$ cat src/rtl/noc_packet_tx.sv
// noc_packet_tx
// Tile-side packet transmitter for the router's local input port.
// Takes a message descriptor plus payload words over ready/valid, builds
// the head flit and serializes head/payload flits into a one-flit output
// register that speaks the void/stop flit protocol.
// Optional build macro: NOC_TX_WATCHDOG_EN adds a sticky stall watchdog
// on stall_err; without it stall_err is tied low.

module noc_packet_tx #(
  parameter int Width      = 34,
  parameter int LenWidth   = 8,
  parameter int StallLimit = 1024
) (
  input  logic                clk,
  input  logic                rst,
  input  logic [2:0]          CONST_localx,
  input  logic [2:0]          CONST_localy,
  input  logic                req_valid,
  output logic                req_ready,
  input  logic [2:0]          req_dest_x,
  input  logic [2:0]          req_dest_y,
  input  logic [4:0]          req_msg_type,
  input  logic [LenWidth-1:0] req_len,
  input  logic                pay_valid,
  output logic                pay_ready,
  input  logic [Width-3:0]    pay_data,
  output logic [Width-1:0]    noc_data_out,
  output logic                noc_void_out,
  input  logic                noc_stop_in,
  output logic                stall_err
);

  typedef enum logic [0:0] {
    IDLE    = 1'b0,
    PAYLOAD = 1'b1
  } state_t;

  state_t              state;
  logic [LenWidth-1:0] count;
  logic [Width-1:0]    or_data;
  logic                or_void;

  logic                consume;
  logic                can_load;
  logic                req_fire;
  logic                pay_fire;
  logic                last_pay;
  logic [Width-1:0]    head_flit;
  logic [Width-1:0]    pay_flit;

  assign noc_data_out = or_data;
  assign noc_void_out = or_void;

  // The router takes the held flit whenever one is present and stop is low.
  // A held stop freezes the output register, so nothing loads under stop.
  assign consume  = !or_void && !noc_stop_in;
  assign can_load = (or_void || consume) && !noc_stop_in;

  // Readiness is derived only from state, stop and register occupancy,
  // and is forced low while reset is asserted.
  assign req_ready = !rst && (state == IDLE)    && can_load;
  assign pay_ready = !rst && (state == PAYLOAD) && can_load;

  assign req_fire = req_valid && req_ready;
  assign pay_fire = pay_valid && pay_ready;

  assign last_pay = (count == LenWidth'(1));

  // Head flit: preamble, then src y/x, dst y/x, type and length packed
  // from the top of the payload field downward, zeros below.
  always_comb begin
    head_flit                  = '0;
    head_flit[Width-1]         = 1'b1;
    head_flit[Width-2]         = (req_len == '0);
    head_flit[Width-3 -: 3]    = CONST_localy;
    head_flit[Width-6 -: 3]    = CONST_localx;
    head_flit[Width-9 -: 3]    = req_dest_y;
    head_flit[Width-12 -: 3]   = req_dest_x;
    head_flit[Width-15 -: 5]   = req_msg_type;
    head_flit[Width-20 -: LenWidth] = req_len;
  end

  // Payload flit carries the word unchanged; tail marks the final word.
  assign pay_flit = {1'b0, last_pay, pay_data};

  // Packet FSM and output register: load a new flit when allowed, otherwise
  // go void once the held flit has been consumed.
  always_ff @(posedge clk) begin
    if (rst) begin
      state   <= IDLE;
      count   <= '0;
      or_data <= '0;
      or_void <= 1'b1;
    end else begin
      case (state)
        IDLE: begin
          if (req_fire) begin
            or_data <= head_flit;
            or_void <= 1'b0;
            count   <= req_len;
            state   <= (req_len == '0) ? IDLE : PAYLOAD;
          end else if (consume) begin
            or_void <= 1'b1;
          end
        end
        PAYLOAD: begin
          if (pay_fire) begin
            or_data <= pay_flit;
            or_void <= 1'b0;
            count   <= count - LenWidth'(1);
            if (last_pay) begin
              state <= IDLE;
            end
          end else if (consume) begin
            or_void <= 1'b1;
          end
        end
        default: begin
          state <= IDLE;
        end
      endcase
    end
  end

`ifdef NOC_TX_WATCHDOG_EN
  localparam int CntWidth = $clog2(StallLimit + 1);

  logic [CntWidth-1:0] stall_cnt;
  logic                stall_q;

  assign stall_err = stall_q;

  // Stall watchdog: count cycles a flit sits blocked by stop, saturating,
  // and latch an error once the count reaches the limit.
  always_ff @(posedge clk) begin
    if (rst) begin
      stall_cnt <= '0;
      stall_q   <= 1'b0;
    end else if (consume) begin
      stall_cnt <= '0;
    end else if (!or_void && noc_stop_in) begin
      if (stall_cnt < CntWidth'(StallLimit)) begin
        stall_cnt <= stall_cnt + CntWidth'(1);
      end
      if (stall_cnt >= CntWidth'(StallLimit - 1)) begin
        stall_q <= 1'b1;
      end
    end
  end
`else
  logic unused_stall_limit;

  assign unused_stall_limit = (StallLimit != 0);
  assign stall_err          = 1'b0;
`endif

endmodule

$ cat config.mk
export PLATFORM = sky130hd
export DESIGN_NAME = noc_packet_tx
export DESIGN_NICKNAME = d
export VERILOG_FILES = /design/src/rtl/noc_packet_tx.sv
export SDC_FILE = /design/constraint.sdc
export NUM_CORES = 1
export LEC_CHECK = 0
export ABC_AREA = 1
export CAP_MARGIN = 20
export CORE_MARGIN = 1.5
export CORE_UTILIZATION = 37
export DETAILED_ROUTE_END_ITERATION = 16
export HOLD_SLACK_MARGIN = 0.02
export PLACE_DENSITY = 0.76
export SLEW_MARGIN = 40
export SYNTH_ARGS = -nofsm -noshare
export SYNTH_HDL_FRONTEND = slang
export SYNTH_SLANG_ARGS = --single-unit
$ cat constraint.sdc
create_clock -name clk -period 1.25 [get_ports clk]
set_input_delay 0.3125 -clock clk [delete_from_list [all_inputs] [get_ports clk]]
set_output_delay 0.3125 -clock clk [all_outputs]
set_load 0.05 [all_outputs]
* Yosys cells after proc, flatten, opt, wreduce, memory -nomap -nowiden
Index checks and enable logic that the tools add are counted.
Cells by class: $mul 0, bitwise gates (word level) 1, magnitude comparators 0, multiplexer cells 15, equal/unequal tests 3, add/sub/neg operators 1, div/mod/pow operators 0, reductions and logical operators 14, shifts and indexed selects 0
Operator list (number):
- 34-bit two-way mux | 2
- 34-bit one-hot mux with 2 select lines | 1
- 8-bit two-way mux | 2
- 8-bit one-hot mux with 2 select lines | 1
- 8-bit by 1-bit == test with 1-bit output (second input constant) | 1
- 1-bit logical AND | 8
- 8-bit logical NOT | 1
- 8-bit by 1-bit subtractor with 8-bit output (second input constant) | 1
- 1-bit two-way mux | 7
- 1-bit one-hot mux with 2 select lines | 2
- 1-bit logical NOT | 3
- 2-bit by 1-bit != test with 1-bit output (second input constant) | 1
- 2-bit != test (second input constant) | 1
- 2-bit AND reduction | 1
- 1-bit logical OR | 1
- 1-bit inverter | 1
Word-level totals: latch bits 0, bits in writable memories 0, bits in read-only memories 0, input port bits 62, memories 0, bits in registers 44, logic and storage cells 38

* Depth between registers and ports, before layout
depth in word-level cells 8, mapped depth 8, depth with buffers taken out 8

* Worst setup path before layout
No wires, ideal clock.
path type input to output, start input rst, end output req_ready, stages on the path 5, path slack -0.197 ns, data arrival time 1.134 ns, path buffers 2, cells stage by stage inv_2 > buf_6 > clkbuf_1 > nand3_1 > inv_1
Between the ends: longest elaborated chain between the ends 3
Ends and longest elaborated chain:
- start: declaration | line 15 | input logic rst,
- 1-bit logical NOT | line 61 | assign req_ready = !rst && (state == IDLE) && can_load;
- 1-bit logical AND (2 in a row) | line 61
- end: declaration | line 19 | output logic req_ready,
No other way between the ends.

* Worst setup path in the final report
start register state, end output pay_ready
Between the ends: longest elaborated chain between the ends 2
Ends and longest elaborated chain:
- start: declaration | line 38 | state_t state;
- start signal: assignment | line 101 | state <= (req_len == '0) ? IDLE : PAYLOAD;
- 1-bit logical AND (2 in a row) | line 62 | assign pay_ready = !rst && (state == PAYLOAD) && can_load;
- end: declaration | line 25 | output logic pay_ready,
No other way between the ends.

==> results by group <==
Synthesis
  • Post-synth cell types: 22
  • Post-Synth XOR/XNOR Area: 0.003986
  • Post-Synth Simple-Gate Area: 0.3138
  • FF+latch count, synth: 44
  • Adder-cell share of the synthesized area: 0.01139
  • Mean Syn Cell Area: between 6 and 7 um2
  • Seq/Total Area, Yosys: 0.4009
  • Mux contribution to synthesized area: 0
  • Synthesized cell area: ~0.0022 mm2
  • Largest family of logic cells by synthesized area: simple AND/OR/NAND/NOR gates
  • Mapped Nets: between 300 and 400
  • Synth Instances: 331
  • Synth Area in Compound Gates: 0.1651
  • Yosys warnings: 0

Layout
  • # fillers: approximately 460
  • # diodes: 0
  • Final core utilization: 0.7231
  • Layout cell share with drive strength beyond 1: 0.2478
  • Fin cells: 520
  • Nets@finish: slightly above 500
  • P&R area growth vs syn: 84.57%

Status
  • Status: finished, violations left
  • Failing checks: negative setup slack

Clocking
  • Root Driver: clkbuf_8
  • Worst skew pair latency: roughly 0.3 ns
  • CTS Buffer Depth: 2
  • CTS tree: done
  • Clock transition at path regs: 0.08 ns
  • TritonCTS sink count: 44
  • TritonCTS Buffers: 5
  • H-Tree Depth: 2

Pwr
  • Pint: approximately 2500 uW
  • Clock network power share: 0.246
  • Power Density: about 920 mW/mm2
  • Total Power: between 3000 and 4000 uW
  • P_leak: 0.001816 uW
  • Combinational power share: 0.333
  • Worst ir drop on vdd: roughly 0.00063 V
  • Switching power: between 1000 and 1500 uW
  • Switching Fraction: 0.3191
  • Sequential power share: 0.421

STA
  • Final period utilization: 1.143
  • Post-route setup slack: -0.1791 ns
  • Setup violations, final: 44
  • Final hold violations: 0
  • Max Fclk: roughly 700 MHz
  • Worst Skew: about 0.0054 ns
  • RSZ-0062 raised after global routing: true
  • Setup TNS Final: -4.162 ns
  • Final Max Tran Viols: 0
  • Crit path time final: 1.429 ns

Floorplanning
  • Starting density of the core: 0.3918
  • Chip height: approximately 80 um
  • Core ar.: between 0.005 and 0.006 mm2
  • Die width: roughly 80 um
  • Row Count: 27
  • Die Area: 0.006410 mm2
  • Io pins: 100

Drt
  • Routed wire length per instance: roughly 13 um
  • Vias per cell: just under 5
  • Final WL: approximately 6.8 mm
  • Post-route ant nets: 0
  • Initial DRT Pass Iterations: 4
  • Vias: approximately 2,500
  • DRC viols: 0
  • Initial drt markers: 120

Placed design
  • Placer Congestion: slightly below 0.9
  • Final HPWL DP: about 4.8 mm
  • Input/output buffers: just under 100
  • Post-Place Cells: 504

Setup path
  • CP cell instances: buf_6 > nand3_4 > clkinvlp_4 > buf_12
  • R2r worst-path depth: 7
  • Crit. End Element: output pin
  • Critical Path Start Type: register
  • Kind of critical path: reg2out
  • Worst path slowest cell: dfxtp_4
  • Worst path depth: 4
  • Worst EP required: 0.94 ns
  • CP max stage delay: 0.37 ns
  • WP data arrival: about 1.1 ns
  • Buf/Inv on CP: 3
  • Crit path max-delay family: flip-flops
  • Critical path peak fanout: 4

Global route
  • Number of global-route vias before repair: 2,439
  • Initial antenna violation count: 0
  • Pin count of the biggest net entering global routing: 36
  • Total overflow reported by the global router: 0
  • Gr usage total: 0.2199
  • First-pass GRT wire length: roughly 11 mm

Min path
  • Hold path depth: 2
  • Hold Path Class: in2reg

Job
  • Number of max-cap violations: 0
==> through the flow <==
step | instance area, um2 | hold slack, ns | setup slack, ns
floorplan | 2236 | 0.3849 | 0.005215
global placement | 3706 | 0.5160 | -0.4589
detailed placement | 3706 | 0.5327 | -0.5054
CTS | 3936 | 0.3367 | -0.1814
global route | 4055 | 0.2994 | -0.2346
finish | 4055 | 0.3205 | -0.1791
==> layout make-up <==
| type | count | area, um2 | area share |
|---|---|---|---|
| clock buffers | 6 | 82.58 | 0.02036 |
| clock inverters | 2 | 10.01 | 0.002468 |
| inverters | 25 | 120.1 | 0.02962 |
| multi-input cells | 244 | 1220 | 0.3008 |
| flip-flops and latches | 44 | 884.6 | 0.2181 |
| well taps | 72 | 90.09 | 0.02222 |
| repair buffers | 127 | 1648 | 0.4064 |
==> cells by family (layout without fill, tap and decap cells) <==
| group | after synthesis | count (layout) |
|---|---|---|
| other cells | 1 | 1 |
| fa+ha+maj | 2 | 2 |
| simple gates | 167 | 168 |
| xor+xnor | 1 | 1 |
| compound gates | 72 | 72 |
| flops | 44 | 44 |
| buf+inv | 44 | 160 |
==> power by group through the flow <==
stage	logic [uW]	clock network (uW)	registers (uW)
final	1250	923	1580
after global routing	1340	1020	1590
after CTS	1200	952	1570
after detailed placement	1150	0	1610
after global placement	1130	0	1600
after floorplan	364	0	1790
==> metal layers <==
| metal | vias up | track usage | part of all wire |
|---|---|---|---|
| met3 | 9 | 0.07727 | 0.092 |
| met1 | 1131 | 0.2687 | 0.41 |
| met5 | - | 0 | 0 |
| met4 | 0 | 0.06897 | 0.016 |
| met2 | 105 | 0.3605 | 0.48 |
| li1 | 1287 | - | - |
==> cells in the mapped netlist, drive strengths merged <==
cell type	number	area [um2]
nor2	71	266.5
clkbuf	6	22.52
buf	13	105.1
nand2	80	307.8
inv	25	98.85
o21ai	48	240.2
nand4	4	55.05
xor2	1	8.760
a21boi	1	7.510
a21oi	23	115.1
dfxtp	44	880.8
ha	2	25.02
nand3	12	60.06
conb	1	3.750
==> path summary, 6_finish.rpt <==
check                           startpoint                             to  slack [ns]
min reg2reg  noc_data_out[26]$_SDFFE_PP0P_  noc_data_out[26]$_SDFFE_PP0P_        0.55
max                       state$_SDFF_PP0_                      pay_ready       -0.18
min                                    rst  noc_data_out[33]$_SDFFE_PP0P_        0.32
max reg2reg               state$_SDFF_PP0_   noc_data_out[9]$_SDFFE_PP0P_       -0.16
==> placed cells by master, fill, tap and decap left out, types with 2 or more instances in the layout <==
cell type / count
nor2_1: 67
buf_12: 39
o21ai_1: 32
clkdlybuf4s15_1: 2
nand4_4: 2
nand3_2: 3
buf_4: 13
clkdlybuf4s50_1: 57
a21oi_1: 14
nand2_1: 77
nand4_1: 2
inv_2: 4
nor2_2: 4
dfxtp_1: 43
ha_1: 2
dlygate4sd2_1: 2
clkbuf_8: 6
buf_6: 13
o21ai_4: 2
clkinvlp_4: 2
nand2_2: 2
o21ai_2: 3
o21ai_0: 11
nand3_1: 8
a21oi_2: 9
inv_1: 17
clkinv_2: 2
==> sequential cells by signal (all words and copies together), names as in the netlist <==
name          count
noc_data_out     34
count             8
noc_void_out      1
state             1
==> timing repair <==
action                                  in CTS  in global routing
buffers inserted                             6                  1
hold buffers                                 0                  0
resized for setup                           35                 48
gates cloned                                 1                  0
pin swaps                                    5                 18
endpoints found under the setup margin      45                 44
No activity file was read; power rests on OpenSTA's default activity.
==> variant 1: new RTL, same flow settings <==
The option `NOC_TX_WATCHDOG_EN` is turned on by a define.
--- a/src/rtl/noc_packet_tx.sv
+++ b/src/rtl/noc_packet_tx.sv
@@ -6,4 +6,6 @@
 // Optional build macro: NOC_TX_WATCHDOG_EN adds a sticky stall watchdog
 // on stall_err; without it stall_err is tied low.
+
+`define NOC_TX_WATCHDOG_EN
 
 module noc_packet_tx #(
Behaviour: no difference found for any inputs over 10 cycles, from zero or initial values and one cycle with rst high; that may be too few to reach the edited logic, so the function may still have changed.
==> variant 1 against the original RTL <==
  * The flow still finishes with violations (setup timing)
  * Setup slack better by 0.042 ns
  * Power up 12%
  * Core utilization is 7.5 points lower
  * Cell count is 21% higher
  * Area after synthesis grew 27%
  * Sequential cell count grew 12
  * Routed wire length up 20%
  * Via count rose by 19%
  * Final area grew 17%
  * Critical endpoint unchanged
  * Largest power group unchanged
==> variant 1: results (changes against the original RTL) <==
Clock transition at path regs - 0.10 ns (+0.02 ns)
Post-DP HPWL - 5.78 mm (+20%)
met2 WL - 4.19 mm (+27%)
drt wl/cell - 13.0 um (-0.34%)
met3 WL - 490 um (-22%)
Post-Place Worst Slack - -0.488 ns (+0.0175 ns)
GPL Wtd Cong - 0.843 (-5.7%)
synth cell count leaders - 95 x nand2_1, 88 x nor2_1, 56 x dfxtp_1
GR Util met1 - 0.225 (-0.0434)
Seq/Total Area, Yosys - 0.401 (about the same)
post-synth cell types - 30 (+36%)
pin count of the biggest net entering global routing - 34 (-5.6%)
TNS Setup - -2.47 ns (+1.69 ns)
DR iter-0 viols - 122 (+1.7%)
fraction of layout cells with a size suffix above 1 - 0.240 (-0.00769)
XOR/XNOR share of the synthesized area - 0.00940 (+0.00541)
final worst slack - -0.137 ns (+0.0423 ns)
Arrival @ worst endpoint - 1.07 ns (-0.05 ns)
Setup-failing EPs final - 42 (-4.5%)
CP max FO - 3 (-1)
compound-cell area share of the yosys netlist - 0.152 (-0.0130)
status - complete, but fails checks
Clock Skew - 0.0103 ns (+0.00485 ns)
final-stage net count - 593 (+16%)
Static Leak - 2.03 nW (+12%)
Global Route Usage Sum - 0.187 (-0.0328)
port bufs - 99 (+1.0%)
failing checks - setup timing
VDD IR-drop max - 446 uV (-29%)
syn_nets - 475 (+20%)
Post-Synth Adder-Cell Area - 0.0134 (+0.00203)
Min-Delay Path Depth - 3 (+1)
met3 usage - 0.0499 (-0.0274)
==> variant 1: changes by cell type in the layout (fill, tap and decap cells not counted), sizes merged, moves of 5 or more <==
cell,unedited run,this run
nand2,81,98
nor2,71,91
inv,23,35
dfxtp,44,56
o21ai,48,54
a21oi,23,28
==> variant 1: worst max-delay path, cell delays in order <==
cell,delay (ns)
clkdlybuf4s15_2,0.21
buf_4,0.15
nor3_4,0.23
buf_12,0.17
==> variant 1: final timing paths <==
kind | startpoint | to
setup / recovery | noc_stop_in | pay_ready
hold / removal | rst | noc_data_out[33]
setup reg to reg | state | count[5]
hold reg to reg | stall_cnt[8] | stall_cnt[8]
==> variant 1: report_power, final <==
group / leakage (nW) / total (mW) / internal, mW / switching (mW)
combinational: 1.53 / 1.27 / 0.633 / 0.638
clock: 0.0424 / 0.980 / 0.402 / 0.577
sequential: 0.459 / 1.96 / 1.87 / 0.0895
total: 2.03 / 4.21 / 2.91 / 1.30
==> variant 1: timing repair <==
action                                  in CTS  in global routing
pin swaps                                    1                 11
gates cloned                                 0                  4
buffers inserted                             3                  2
resized for setup                           21                 59
endpoints found under the setup margin      55                 50
==> variant 1: per-stage QoR <==
step           std cells  instance area (um2)  hold slack, ns
3_5_place_dp         611                 4360           0.476
6_report             628                 4730           0.426
5_1_grt              628                 4730           0.429
2_1_floorplan        410                 2820           0.385
4_1_cts              622                 4500           0.422
3_3_place_gp         611                 4360           0.463
==> variant 1: final cells by class <==
class / instances / area (um2)
multi-input cells: 301 / 1530
repair buffers: 128 / 1700
flip-flops and latches: 56 / 1130
clock buffers: 7 / 76.3
inverters: 36 / 163
clock inverters: 1 / 8.76
well taps: 99 / 124
fillers: 630 / 2560
==> variant 2: new RTL, same settings <==
Made on the original files. Change the parameter `LenWidth` from 8 to 4.
--- a/src/rtl/noc_packet_tx.sv
+++ b/src/rtl/noc_packet_tx.sv
@@ -9,5 +9,5 @@
 module noc_packet_tx #(
   parameter int Width      = 34,
-  parameter int LenWidth   = 8,
+  parameter int LenWidth   = 4,
   parameter int StallLimit = 1024
 ) (
Ports: changed (resized req_len); port bits go from 100 to 96. No check against the original RTL was run, so the function may have changed too.
==> variant 2 against the original RTL <==
  * Die area decreased by 14%
  * Power decreased by 8.1%
  * Critical path type unchanged
  * The flow still finishes with violations (setup timing)
  * Area after synthesis decreased by 15%
  * Global-route usage decreased by 1.1 points
  * Largest cell class unchanged
  * Sequential power decreased by 9%
  * Critical path depth increased by 1
  * Routed wire length decreased by 9.1%
  * Critical endpoint is now req_ready
  * Setup slack got worse by 0.015 ns
  * Sequential cell count decreased by 4
  * Core utilization increased by 3.5 points
  * Final area decreased by 9.9%
  * Non-clock buffer count decreased by 9
==> variant 2: results (changes against the original RTL) <==
Static Leak - 1.65 nW (-9.0%)
DR iter-0 viols - 92 (-23%)
TNS Setup - -0.384 ns (+3.78 ns)
failing checks - setup timing
post-CTS setup buffer count - 3 (-3)
fraction of layout cells with a size suffix above 1 - 0.249 (+0.00158)
XOR/XNOR share of the synthesized area - 0.00467 (+0.000683)
Post-DP HPWL - 4.06 mm (-16%)
status - complete, but fails checks
FF-to-FF End - noc_data_out[32]
VDD IR-drop max - 664 uV (+5.5%)
crit path capture - req_ready
comb pwr - 1.10 mW (-12%)
vias - 2193 (-13%)
Clock Skew - 0.00638 ns (+0.000934 ns)
Post-Synth Adder-Cell Area - 0.0133 (+0.00195)
Min-Delay Path Depth - 3 (+1)
first-pass GRT wire length - 9.02 mm (-18%)
Placed Area - 0.00333 mm2 (-10%)
pin count of the biggest net entering global routing - 26 (-28%)
GPL Wtd Cong - 0.821 (-8.2%)
drt wl/cell - 13.7 um (+4.6%)
compound-cell area share of the yosys netlist - 0.161 (-0.00371)
final-stage net count - 444 (-13%)
reg2reg setup slack - -0.04 ns (+0.12 ns)
Global Route Usage Sum - 0.209 (-0.0109)
cell internal pwr - 2.36 mW (-7.5%)
port bufs - 94 (-4.1%)
Setup-failing EPs final - 5 (-89%)
filler-free cell count of the finished design - 452 (-13%)
syn_nets - 338 (-14%)
Seq/Total Area, Yosys - 0.427 (+0.0260)
Worst Hold End - noc_data_out[14]
final worst slack - -0.194 ns (-0.0146 ns)
Post-Place Worst Slack - -0.516 ns (-0.0106 ns)
Seq group - 1.43 mW (-9%)
Hold WS - 0.460 ns (+0.139 ns)
## variant 2: cell count changes in the layout (fill, tap and decap cells not counted), moves of 4 or more
cell,change
a21oi_1,-9
o21ai_0,-7
nand2_1,-6
a21oi_2,-8
a22oi_1,+10
o21ai_1,-5
dfxtp_1,-4
buf_6,-9
nor2_1,-8
inv_1,-10
## variant 2: critical path, stage by stage, from the launching register on
cell	delay, ns
dfxtp_4	0.38
nor2_4	0.04
buf_6	0.11
nand2_4	0.06
clkinvlp_4	0.09
buf_12	0.15
## variant 2: final cells by class
class,count,area [um2]
repair buffers,118,1570
well taps,67,83.8
fillers,340,1160
inverters,11,57.6
clock buffers,7,86.3
flip-flops and latches,40,805
multi-input cells,208,1040
clock inverters,1,7.51
## variant 2: layer usage
metal | track usage | share of wire | up-vias
met4 | 0.0535 | 0.012 | 0
met5 | 0 | 0 | -
met1 | 0.268 | 0.44 | 1016
met2 | 0.352 | 0.50 | 72
li1 | - | - | 1095
met3 | 0.0515 | 0.048 | 10
